File: src/rtl/free_list_pkg.sv
// Shared rename constants and types: register-file sizes, PR index type and
// free-list pointer type, used by the free list, map table, ROB and hazard unit.
package free_list_pkg;

    localparam int PR_NUM   = 64;
    localparam int ARCH_NUM = 32;
    localparam int PR_W     = $clog2(PR_NUM);
    localparam int DEPTH    = PR_NUM - ARCH_NUM;
    localparam int PTR_W    = $clog2(DEPTH);

    typedef logic [PR_W-1:0]  pr_idx_t;
    typedef logic [PTR_W-1:0] ptr_t;

    // PR held by free-list slot 'slot' straight out of reset.
    function automatic pr_idx_t reset_pr(input int slot);
        return pr_idx_t'(ARCH_NUM + slot);
    endfunction

endpackage

File: src/rtl/free_list.sv
// Physical-register free list: circular FIFO of unmapped PRs for the rename stage.
// Optional same-cycle retire-to-dispatch bypass while empty: FREELIST_BYPASS_EN.
module free_list
    import free_list_pkg::*;
(
    input  logic            clk,
    input  logic            rst,
    input  logic            hazard_stall,
    input  logic            RegDest,
    input  logic            recover,
    output logic [PR_W-1:0] p_rd_new,
    output logic            empty,
    output logic [PR_W-1:0] free_cnt,
    input  logic            free_en,
    input  logic [PR_W-1:0] free_prd,
    input  logic            RegDest_ROB,
    input  logic [PR_W-1:0] recover_prd
);

    localparam logic [PR_W-1:0] FULL_CNT = PR_W'(DEPTH);

    ptr_t            head_reg;
    ptr_t            tail_reg;
    logic [PR_W-1:0] count_reg;
    pr_idx_t         slot_q [DEPTH];

    ptr_t            head_dec;
    logic            full;
    logic            bypass;
    logic            alloc;
    logic            push_front;
    logic            push_back;
    logic            drop_free;
    logic            drop_front;

    assign empty    = (count_reg == '0);
    assign full     = (count_reg == FULL_CNT);
    assign free_cnt = count_reg;
    assign head_dec = head_reg - 1'b1;

`ifdef FREELIST_BYPASS_EN
    // Empty list: a retiring PR is handed straight to the dispatching instruction.
    assign bypass = empty & free_en & RegDest & ~hazard_stall & ~recover;
`else
    assign bypass = 1'b0;
`endif

    assign alloc      = RegDest & ~hazard_stall & ~recover & ~empty;
    assign push_front = recover & RegDest_ROB & ~full;
    // With only one slot left, a recovery push-front takes it and the free is dropped.
    assign push_back  = free_en & ~bypass & ~full
                      & ~(push_front & (count_reg == FULL_CNT - 1'b1));

    assign drop_free  = free_en & ~bypass & ~push_back;
    assign drop_front = recover & RegDest_ROB & full;

    assign p_rd_new = bypass ? free_prd : slot_q[head_reg];

    always_ff @(posedge clk or posedge rst) begin
        if (rst) begin
            head_reg  <= '0;
            tail_reg  <= '0;
            count_reg <= FULL_CNT;
        end else begin
            if (push_front)
                head_reg <= head_dec;
            else if (alloc)
                head_reg <= head_reg + 1'b1;
            if (push_back)
                tail_reg <= tail_reg + 1'b1;
            count_reg <= count_reg + PR_W'(push_back) + PR_W'(push_front) - PR_W'(alloc);
        end
    end

    // Head-side and tail-side writes never hit the same slot: push_back yields when they would.
    for (genvar gi = 0; gi < DEPTH; gi++) begin : g_slot
        pr_idx_t slot_reg;

        always_ff @(posedge clk or posedge rst) begin
            if (rst)
                slot_reg <= reset_pr(gi);
            else if (push_front && head_dec == ptr_t'(gi))
                slot_reg <= recover_prd;
            else if (push_back && tail_reg == ptr_t'(gi))
                slot_reg <= free_prd;
        end

        assign slot_q[gi] = slot_reg;
    end

    overflow_dropped: assert property (@(posedge clk) disable iff (rst) !(drop_free || drop_front));

endmodule

File: config.mk
export PLATFORM = sky130hd
export DESIGN_NAME = free_list
export DESIGN_NICKNAME = d
export VERILOG_FILES = /design/src/rtl/free_list_pkg.sv /design/src/rtl/free_list.sv
export SDC_FILE = /design/constraint.sdc
export NUM_CORES = 1
export LEC_CHECK = 0
export CAP_MARGIN = 20
export CELL_PAD_IN_SITES_DETAIL_PLACEMENT = 2
export CELL_PAD_IN_SITES_GLOBAL_PLACEMENT = 2
export CORE_ASPECT_RATIO = 1.25
export CORE_MARGIN = 10
export CORE_UTILIZATION = 39
export CTS_BUF_LIST = sky130_fd_sc_hd__clkbuf_8
export CTS_CLUSTER_DIAMETER = 150
export DETAILED_ROUTE_END_ITERATION = 10
export PLACE_DENSITY_LB_ADDON = 0.05
export REMOVE_ABC_BUFFERS = 1
export SLEW_MARGIN = 20
export SYNTH_ARGS = -nofsm -noshare
export SYNTH_HDL_FRONTEND = slang
export SYNTH_SLANG_ARGS = --single-unit
export TNS_END_PERCENT = 30
File: constraint.sdc
create_clock -name clk -period 6.2 [get_ports clk]
set_input_delay 0.62 -clock clk [delete_from_list [all_inputs] [get_ports clk]]
set_output_delay 0.62 -clock clk [all_outputs]
set_load 0.1 [all_outputs]
==> results.md <==
* Initial antenna violation count at 0
* Highest metal used: met4
* Hold slack at 0.4715 ns
* Critical path endpoint category: output pin
* R2R cell count at 7
* Global-route wire length before repair at 74,050 µm
* Post-route cell area at approximately 14,000 µm²
* Prevailing post-synth register cell: dfstp_2
* Worst-Margin Slew at between 1 and 1.5 ns
* DRC Markers at 0
* Crit share post-route at 77.42%
* Sink of the worst hold path: g_slot[24].slot_reg[5]
* Commonest cells post-synth: 150 x a21oi_1, 141 x nand2_1, 121 x mux2i_1
* Nets at 1,212
* CTS tree: done
* Area contributors post-synth: dfstp_2 24%, dfrtp_1 19%, mux4_2 11%, mux2i_1 9.9%, a21oi_1 6.1%
* H-tree levels at 2
* Reg-to-reg critical path startpoint: head_reg[0]
* Share of the synthesized area in the top cell type at around 24%
* Syn Inst Count at around 1,200
* Hold Vio Cnt, Final at 0
* Via count at between 9,000 and 10,000
* Chip height at 218.4 µm
* Synthesized area per cell at between 10 and 15 µm²
* Synth Cell Area at 12,280 µm²
* Critical path arrival at 4.18 ns
* DR WL/cell at roughly 30 µm
* Area added between synthesis and finish at 11.03%
* Port Buffers at 31
* FMAX at 208.3 MHz
* GR Overflow Total at 0
* Setup tns final at 0 ns
* R2R Setup Slk at 2.57 ns
* Worst-Skew Late Latency at between 0.5 and 0.6 ns
* # fillers at 3,242
* Die ar. at 39,030 µm²
* Max_slew headroom at 23.38%
* Yosys reg bits at 208
* Post-synth top area cell: dfstp_2
* Core area at 30,990 µm²
* Post-layout utilization of the core at between 40% and 50%
* Number of flops mapped to enable cells by yosys at 0
* Drt first pass iters at 5
* RSZ-0062 raised after global routing: no
* Layout cells sized above 1 at 24.50%
* RR Endpoint: g_slot[5].slot_reg[0]
* Yosys cell types at 50
* Final WL at about 49,000 µm
* CP Class: flip-flop to output pin
* Minimum clock period at 4.800 ns
* Max FFs per register at 192
* Worst-path clk slew at 0.06 ns
* Antenna-violating nets left at 0
* CTS Sinks at 208
* DP Cell Count at 1,532
* DRT iter0 DRCs at around 730
* Async SR Flop Fraction at 100.0%
* GP Congestion at 0.9001
* Area of placed instances at 12,720 µm²
* Max-Cap Viols at 0
* Num CTS Buffers at 41
* Yosys Warn Count at 0
* Clk buf depth at 3
* VDD IR-drop max at 0.9230 mV
* Final setup fails at 0
* Status: finished, final reports clean
* Worst min-delay path class: flip-flop to flip-flop
* Ant. Diodes at 0
* # IOs at 32
* Hold Buf Count CTS at 0
* WL met2 at between 20,000 and 25,000 µm
* Top-count cell post-synth: a21oi_1
* Metal3 WL at 2957 µm
* Row count at 72
* PostCTS Resize Cnt at 0
* Slew Viols, Final at 0
* Largest net degree at the start of global routing at 109
* Crit start category: flip-flop
* Post-CTS Setup Bufs at 0
* Die Wd at 178.7 µm
* CP max FO at 36
* Register area share after synthesis at 43.54%
* Root Buffer: clkbuf_8
* Power density cells at 599.1 nW/µm²
* Metal1 wirelength at 21,930 µm
* Initial Util at 39.63%
* Fin Clk Skew at around 0.027 ns
* Worst endpoint required time at 5.58 ns
* Non-filler cells, final at between 1,500 and 2,000
* Drt via density at ~6.2
* Hold path start: g_slot[24].slot_reg[5]
* Total track usage at approximately a quarter
* Vias in the first global route at 10,610
* Hold Crit Depth at 2
* P_leak at 5.245 nW
* Post-detail-place hpwl at 32,310 µm
kinds of logic after synthesis:
group	count (synthesis)	share of synthesized area [%]
simple gates	323	11.94
flops	208	43.54
mux	187	21.42
compound gates	306	15.37
xor+xnor	12	0.8559
fa+ha+maj	25	2.669
buf+inv	119	4.208
placed cells by master (no fill, tap or decap), types with 5 or more instances in the layout:
| cell | count |
|---|---|
| buf_4 | 11 |
| mux2_2 | 6 |
| a21oi_1 | 150 |
| nor3_2 | 8 |
| a2bb2oi_1 | 71 |
| nor2_2 | 6 |
| nor2b_1 | 5 |
| a211oi_1 | 12 |
| and3_1 | 8 |
| clkdlybuf4s50_1 | 22 |
| mux4_2 | 60 |
| o211ai_1 | 7 |
| nand4_1 | 7 |
| nand3_1 | 15 |
| nor2_1 | 97 |
| mux2i_1 | 121 |
| o21ai_0 | 48 |
| ha_1 | 23 |
| clkbuf_8 | 56 |
| buf_2 | 9 |
| nand2_1 | 141 |
| or3_1 | 14 |
| xnor2_1 | 9 |
| clkinv_2 | 5 |
| inv_1 | 32 |
| dfrtp_1 | 93 |
| dfstp_2 | 113 |
per-layer routing:
metal,vias up,global-route usage [%]
met1,5261,35.08
li1,4265,-
met2,288,40.61
met4,0,6.983
met5,-,0
met3,73,5.175
layout make-up:
type | count | area, µm² | area share, %
inverter | 22 | 90.09 | 0.6607
multi-input combinational | 853 | 6459 | 47.37
tap | 407 | 509.2 | 3.735
timing repair buffer | 42 | 347.8 | 2.551
clock inverter | 19 | 107.6 | 0.7891
sequential | 208 | 5351 | 39.25
clock buffer | 56 | 770.7 | 5.652
worst max-delay path by stage:
stage,from,to,slack [ns],depth (start not counted)
floorplan,rst,free_cnt[0],0.09,1
global placement,head_reg[0],p_rd_new[0],2.07,4
detailed placement,head_reg[0],p_rd_new[4],1.98,4
CTS,head_reg[0],p_rd_new[4],1.35,4
global route,head_reg[0],p_rd_new[4],1.24,4
finish,head_reg[1],p_rd_new[0],1.40,5
worst max-delay path: stages (launching register included):
cell and delay, ns:
dfrtp_2 0.93, buf_4 0.46, mux4_2 0.37, mux4_2 0.53
mux2_2 0.32, clkdlybuf4s50_1 0.98
through the flow:
stage / setup slack (ns) / total power, mW
after floorplan: 0.08618 / 5.223
after global placement: 2.070 / 6.479
after detailed placement: 1.979 / 6.619
after CTS: 1.346 / 8.162
after global routing: 1.237 / 8.572
final: 1.400 / 8.169
where the power goes:
group	internal, mW	leakage [nW]	switching, mW
sequential	2.24	2.36	0.854
combinational	1.46	2.38	2.10
clock	0.844	0.500	0.666
total	4.55	5.24	3.62
(Power assumes the default switching activity.)
